[src/rtl/alu_seq.sv]
// Clocked N-bit ALU with sequential shift-add multiplier and restoring divider.
// Latency: 1 edge for single-cycle ops and divide-by-zero, N+1 edges for MUL/MULU/DIV/DIVU.
// Backpressure: start is accepted only in IDLE; a start seen while BUSY is dropped, not queued.
module alu_seq #(
    parameter int N = 16
) (
    input  logic         clk,
    input  logic         rst,
    input  logic         start,
    input  logic [3:0]   op,
    input  logic [N-1:0] a,
    input  logic [N-1:0] b,
    output logic [N-1:0] result,
    output logic [N-1:0] result_hi,
    output logic         sign_flag,
    output logic         zero_flag,
    output logic         overflow,
    output logic         carry_flag,
    output logic         div_by_zero,
    output logic         busy,
    output logic         done
);

    localparam int            CW    = $clog2(N);
    localparam logic [CW-1:0] LAST  = CW'(N - 1);
    localparam logic [N-1:0]  N_VAL = N'(N);
    localparam logic [N-1:0]  MIN_V = {1'b1, {(N-1){1'b0}}};

    typedef enum logic [3:0] {
        OP_ADD, OP_SUB, OP_AND, OP_OR, OP_XOR, OP_NOT, OP_SHL, OP_SHR,
        OP_SAR, OP_CMP, OP_MUL, OP_MULU, OP_DIV, OP_DIVU, OP_PASS, OP_RSVD
    } op_e;

    typedef enum logic {S_IDLE, S_BUSY} state_e;

    op_e op_w;
    assign op_w = op_e'(op);

    state_e          state_q;
    logic [CW-1:0]   cnt_q;
    logic [2*N-1:0]  work_q;     // mul: {partial hi, multiplier}; div: {remainder, dividend/quotient}
    logic [N-1:0]    dvs_q;      // multiplicand or divisor magnitude
    logic            is_div_q, is_sgn_q, neg_q, neg_r_q, ovf_q;
    logic [N-1:0]    result_q, result_hi_q;
    logic            sign_q, zero_q, ovf_out_q, carry_q, dz_q, done_q;

    assign result      = result_q;
    assign result_hi   = result_hi_q;
    assign sign_flag   = sign_q;
    assign zero_flag   = zero_q;
    assign overflow    = ovf_out_q;
    assign carry_flag  = carry_q;
    assign div_by_zero = dz_q;
    assign busy        = (state_q == S_BUSY);
    assign done        = done_q;

    // Single-cycle datapath; DIV/DIVU only reach this path when b is zero.
    logic [N:0]   add_w, sub_w;
    logic [N-1:0] sc_res, sc_hi;
    logic         sc_sign, sc_zero, sc_ovf, sc_cy, sc_dz, sc_keep, big_sh;
    assign add_w = {1'b0, a} + {1'b0, b};
    assign sub_w = {1'b0, a} - {1'b0, b};

    // Decode and evaluate every single-cycle opcode.
    always_comb begin
        sc_res  = '0;
        sc_hi   = '0;
        sc_sign = 1'b0;
        sc_zero = 1'b0;
        sc_ovf  = 1'b0;
        sc_cy   = 1'b0;
        sc_dz   = 1'b0;
        sc_keep = 1'b0;
        big_sh  = (b >= N_VAL);
        case (op_w)
            OP_ADD: begin
                sc_res = add_w[N-1:0];
                sc_cy  = add_w[N];
                sc_ovf = (a[N-1] == b[N-1]) && (add_w[N-1] != a[N-1]);
            end
            OP_SUB, OP_CMP: begin
                sc_res  = sub_w[N-1:0];
                sc_cy   = sub_w[N];
                sc_ovf  = (a[N-1] != b[N-1]) && (sub_w[N-1] != a[N-1]);
                sc_keep = (op_w == OP_CMP);
            end
            OP_AND:  sc_res = a & b;
            OP_OR:   sc_res = a | b;
            OP_XOR:  sc_res = a ^ b;
            OP_NOT:  sc_res = ~a;
            OP_SHL:  sc_res = big_sh ? '0 : (a << b);
            OP_SHR:  sc_res = big_sh ? '0 : (a >> b);
            OP_SAR:  sc_res = big_sh ? {N{a[N-1]}} : $unsigned($signed(a) >>> b);
            OP_PASS: sc_res = a;
            OP_DIV, OP_DIVU: begin
                sc_res = '1;
                sc_hi  = a;
                sc_dz  = 1'b1;
            end
            default: ;
        endcase
        // Reserved and divide-by-zero leave sign/zero clear; CMP takes them from a-b.
        if (op_w inside {OP_ADD, OP_SUB, OP_CMP, OP_AND, OP_OR, OP_XOR, OP_NOT,
                         OP_SHL, OP_SHR, OP_SAR, OP_PASS}) begin
            sc_sign = sc_res[N-1];
            sc_zero = ~|sc_res;
        end
    end

    // Operand preparation at accept: engines work on magnitudes, sign fixed at the end.
    logic         mc_w, sgn_w, div_w, a_neg, b_neg;
    logic [N-1:0] a_mag, b_mag;
    assign div_w = (op_w == OP_DIV) || (op_w == OP_DIVU);
    assign sgn_w = (op_w == OP_MUL) || (op_w == OP_DIV);
    assign mc_w  = (op_w == OP_MUL) || (op_w == OP_MULU) || (div_w && (|b));
    assign a_neg = sgn_w & a[N-1];
    assign b_neg = sgn_w & b[N-1];
    assign a_mag = a_neg ? -a : a;
    assign b_mag = b_neg ? -b : b;

    // One shift-add or restoring-subtract iteration, then sign correction and flags.
    logic [N:0]     msum;
    logic [N+1:0]   trial;
    logic [2*N-1:0] work_d, prod_s;
    logic [N-1:0]   quo_s, rem_s, mc_res, mc_hi;
    logic           mc_sign, mc_zero, mc_ovf;
    always_comb begin
        msum  = {1'b0, work_q[2*N-1:N]} + (work_q[0] ? {1'b0, dvs_q} : '0);
        trial = {1'b0, work_q[2*N-1:N], work_q[N-1]} - {2'b00, dvs_q};
        if (is_div_q) begin
            if (!trial[N+1])
                work_d = {trial[N-1:0], work_q[N-2:0], 1'b1};
            else
                work_d = {work_q[2*N-2:0], 1'b0};
        end else begin
            work_d = {msum, work_q[N-1:1]};
        end
        prod_s = neg_q   ? -work_d            : work_d;
        quo_s  = neg_q   ? -work_d[N-1:0]     : work_d[N-1:0];
        rem_s  = neg_r_q ? -work_d[2*N-1:N]   : work_d[2*N-1:N];
        if (is_div_q) begin
            mc_res  = quo_s;
            mc_hi   = rem_s;
            mc_sign = quo_s[N-1];
            mc_zero = ~|quo_s;
            mc_ovf  = ovf_q;
        end else begin
            mc_res  = prod_s[N-1:0];
            mc_hi   = prod_s[2*N-1:N];
            mc_sign = prod_s[2*N-1];
            mc_zero = ~|prod_s;
            mc_ovf  = is_sgn_q ? !((&prod_s[2*N-1:N-1]) || !(|prod_s[2*N-1:N-1]))
                               : (|prod_s[2*N-1:N]);
        end
    end

    // Control FSM with registered results, flags and completion pulse.
    always_ff @(posedge clk or negedge rst) begin
        if (!rst) begin
            state_q     <= S_IDLE;
            cnt_q       <= '0;
            work_q      <= '0;
            dvs_q       <= '0;
            is_div_q    <= 1'b0;
            is_sgn_q    <= 1'b0;
            neg_q       <= 1'b0;
            neg_r_q     <= 1'b0;
            ovf_q       <= 1'b0;
            result_q    <= '0;
            result_hi_q <= '0;
            sign_q      <= 1'b0;
            zero_q      <= 1'b0;
            ovf_out_q   <= 1'b0;
            carry_q     <= 1'b0;
            dz_q        <= 1'b0;
            done_q      <= 1'b0;
        end else begin
            done_q <= 1'b0;
            case (state_q)
                S_IDLE: if (start) begin
                    if (mc_w) begin
                        state_q  <= S_BUSY;
                        cnt_q    <= '0;
                        work_q   <= {{N{1'b0}}, a_mag};
                        dvs_q    <= b_mag;
                        is_div_q <= div_w;
                        is_sgn_q <= sgn_w;
                        neg_q    <= a_neg ^ b_neg;
                        neg_r_q  <= a_neg;
                        ovf_q    <= sgn_w && div_w && (a == MIN_V) && (b == '1);
                    end else begin
                        done_q <= 1'b1;
                        if (!sc_keep) begin
                            result_q    <= sc_res;
                            result_hi_q <= sc_hi;
                        end
                        sign_q    <= sc_sign;
                        zero_q    <= sc_zero;
                        ovf_out_q <= sc_ovf;
                        carry_q   <= sc_cy;
                        dz_q      <= sc_dz;
                    end
                end
                S_BUSY: begin
                    work_q <= work_d;
                    cnt_q  <= cnt_q + 1'b1;
                    if (cnt_q == LAST) begin
                        state_q     <= S_IDLE;
                        done_q      <= 1'b1;
                        result_q    <= mc_res;
                        result_hi_q <= mc_hi;
                        sign_q      <= mc_sign;
                        zero_q      <= mc_zero;
                        ovf_out_q   <= mc_ovf;
                        carry_q     <= 1'b0;
                        dz_q        <= 1'b0;
                    end
                end
                default: state_q <= S_IDLE;
            endcase
        end
    end

endmodule
[config.mk]
export PLATFORM = sky130hd
export DESIGN_NAME = alu_seq
export DESIGN_NICKNAME = d
export VERILOG_FILES = /design/src/rtl/alu_seq.sv
export SDC_FILE = /design/constraint.sdc
export NUM_CORES = 1
export LEC_CHECK = 0
export CORE_MARGIN = 2
export CORE_UTILIZATION = 59
export CTS_CLUSTER_DIAMETER = 40
export CTS_CLUSTER_SIZE = 25
export DETAILED_ROUTE_END_ITERATION = 7
export PLACE_DENSITY = 0.79
export SYNTH_ARGS = -nofsm -noshare
export SYNTH_HDL_FRONTEND = slang
export SYNTH_SLANG_ARGS = --single-unit
[constraint.sdc]
create_clock -name clk -period 5.9 [get_ports clk]
set_clock_uncertainty 0.15 [all_clocks]
set_input_delay 0.885 -clock clk [delete_from_list [all_inputs] [get_ports clk]]
set_output_delay 0.885 -clock clk [all_outputs]
set_load 0.01 [all_outputs]
==> flow_summary_export.csv <==
group,metric,value,unit
floorplan,core,22400,µm²
logic_synthesis,synth_xor_area_frac,0.0562,
placement,port_buffers,77,
critical_path,slowest_stage,"o21ai_0",
logic_synthesis,netlist_area,13400,µm²
placement,place_hpwl,43.4,mm
logic_synthesis,synthSimpleGateAreaFrac,0.227,
clocking,cts_inserted_buffers,9,
logic_synthesis,ys.flop_type,"dfrtp_1",
routing,wirelength,57.2,mm
sta,finalSetupViolations,0,
floorplan,ios,78,
logic_synthesis,synth_top_family_by_area,"compound AO/OA/AOI/OAI gates",
critical_path,critPathLaunch,"dvs_q[15]",
sta,drv_slew,0,
routing,wire_per_inst,26.9,µm
clocking,post_cts_buffers,0,
power,ir_drop,0.368,mV
critical_path,crit_buf_inv,1,
finish,final_cell_mix,"nand2_1 (192), nor2_1 (158), o21ai_0 (142), a21oi_1 (131), dfrtp_1 (94)",
finish,area_delta_synth_final,11.9,%
clocking,cts-root-buf,"clkbuf_16",
floorplan,start_util,0.597,
grt,gr-total-overflow,0,
finish,antenna_cells,0,
worst_hold_path,min_from,"result[5]",
critical_path,worst_ep_required_time,6040,ps
routing,vias,15588,
critical_path,crit_fanout,12,
grt,grt_max_degree,55,
logic_synthesis,async_flop_share,1.00,
critical_path,rrSetupSlack,540,ps
job,drv_cap,0,
grt,antenna_found_initial,0,
critical_path,reg2reg_from,"dvs_q[15]",
logic_synthesis,synth_compound_area_frac,0.309,
finish,final_layout_size_suffix_gt1_frac,0.110,
critical_path,r2r-end,"zero_flag",
critical_path,crit_chain,"inv_1 -> ha_1 -> nand3b_1 -> or2_1 -> o21a_2 -> nand2_1 -> o21ai_0 -> ha_1 -> nand2_1 -> or3_1 -> or2_1 -> nand2_1 -> nor3b_1 -> o21ai_0 -> or3b_1 -> nor4_1 -> a41oi_1 -> o21ai_1",
logic_synthesis,synth_edf_count,0,
grt,grt_pass1_wl,86.9,mm
sta,hold_ws,333,ps
critical_path,crit_type,"register to register",
logic_synthesis,ys_ff_latch,96,
routing,ant_nets,0,
logic_synthesis,seq_area_frac_synth,0.179,
floorplan,die_w,155,µm
critical_path,critPathMostFrequentCell,"nand2_1",
power,power_density,548,nW/µm²
critical_path,cp.arrival,5500,ps
sta,rsz0062_at_grt,"false",
sta,setup_tns,0,ps
critical_path,timing.critical_path.depth,18,
floorplan,die_h,155,µm
outcome,status,"finished, final reports clean",
logic_synthesis,syn-num-nets,1913,
floorplan,dieArea,23900,µm²
placement,post-place-cells,2109,
finish,nets,1964,
routing,viasPerCell,7.34,
critical_path,cp_top_family,"simple AND/OR/NAND/NOR gates",
clocking,cts_hold_buf,0,
sta,fin_crit,5360,ps
clocking,htreeDepth,3,
clocking,clk_pin_slew,80,ps
worst_hold_path,whs_path_depth,2,
critical_path,max_stage_delay,480,ps
finish,final_common_cell,"nand2_1",
grt,grtUsageTotal,0.470,
placement,gp_congestion,1.11,
logic_synthesis,synthCells,1784,
routing,drtIter0Drc,2098,
clocking,clock_path_buffers,2,
sta,relSlewSlack,0.0536,
power,leakagePower,6.14,nW
grt,grt_pass1_vias,14789,
worst_hold_path,hold-path-endpoint,"result[5]",
logic_synthesis,synthAdderAreaFrac,0.0863,
critical_path,reg2reg_depth,18,
sta,clock.fmax,186,MHz
sta,post-route-period-util,0.909,
routing,drc_errors,0,
finish,stdcell_count,2125,
sta,worst_pin_slew,1420,ps
clocking,clk_latency,360,ps
clocking,cts_sinks,96,
sta,hold_viol,0,
clocking,cts_tree,"yes",
critical_path,critPathLaunchType,"register",
logic_synthesis,ys_types,110,
routing,first_pass_iters,7,
power,fin_total_pwr,8.22,mW
finish,fillCellCount,1907,
critical_path,cp-end-kind,"register",
logic_synthesis,yosysWarnings,0,
clocking,cts_resized,0,
worst_hold_path,worst_hold_path_type,"register to register",
logic_synthesis,synth.avg_cell_area,7.51,µm²
logic_synthesis,synthMuxAreaShare,0.0801,
floorplan,rows,55,
[per-layer routing]
layer / up-vias / wire length, µm / global-route usage
met4: 0 / 5030 / 0.328
met3: 376 / 6150 / 0.101
li1: 6733 / - / -
met1: 7281 / 20700 / 0.564
met2: 1198 / 25300 / 0.753
met5: - / 0 / 0
[final cells by class]
| class | count | area [µm²] | share of cell area |
|---|---|---|---|
| multi-input cells | 1477 | 10200 | 0.679 |
| flip-flops and latches | 96 | 2400 | 0.160 |
| repair buffers | 162 | 1410 | 0.0943 |
| well taps | 285 | 357 | 0.0238 |
| inverters | 89 | 334 | 0.0223 |
| clock buffers | 9 | 225 | 0.0150 |
| clock inverters | 7 | 78.8 | 0.00526 |
[synth_stat cells (18+ instances only)]
master    count  area [µm²]
ha_1         86        1080
nor3_1       50         250
nand3_1      45         225
nand2_1     193         724
xnor2_1      64         561
o21ai_0     142         711
nor2_1      158         593
xor2_1       22         193
dfrtp_1      96        2400
inv_1        84         315
a21oi_1     131         656
mux2i_1      42         420
clkbuf_1     95         357
a21o_1       21         158
a31oi_1      33         206
mux2_2       18         203
mux4_2       20         450
o31ai_1      21         158
nand4_1      19         119
a211oi_1     20         150
and2_1       27         169
[worst max path at each step]
stage                      to  slack [ps]
global placement     overflow         550
global route        zero_flag         220
CTS                 zero_flag         720
detailed placement   overflow         590
floorplan            overflow        1410
finish              zero_flag         540
[power breakdown]
| group | internal (mW) | switching [mW] |
|---|---|---|
| Combinational | 2.32 | 3.93 |
| Clock | 0.301 | 0.314 |
| Sequential | 0.967 | 0.391 |
| Total | 3.59 | 4.63 |
[worst min-delay path, delay by kind of cell, from the launching register on]
kind	cells	cell delay, ps
DFF	1	350
AOI/OAI and AO/OA	1	60
and+or+nand+nor	1	50
[stage by stage]
stage               area [µm²]  utilization  worst slack [ps]
CTS                      15000        0.669               721
global placement         14700        0.655               551
detailed placement       14700        0.655               593
global route             15000        0.669               219
floorplan                13400            -              1410
finish                   15000        0.669               538
[state kept, by name, indices dropped and copies added (netlist names), 4 cells and up]
register   cells
cnt_q          4
result_hi     16
dvs_q         16
result        16
work_q        32
[logic make-up after synthesis]
| group | count (synthesis) |
|---|---|
| compound gates | 595 |
| xor+xnor | 86 |
| fa+ha+maj | 90 |
| buf+inv | 211 |
| flops | 96 |
| mux | 80 |
| simple gates | 626 |
Note: power is estimated with default switching activity, not from simulation.
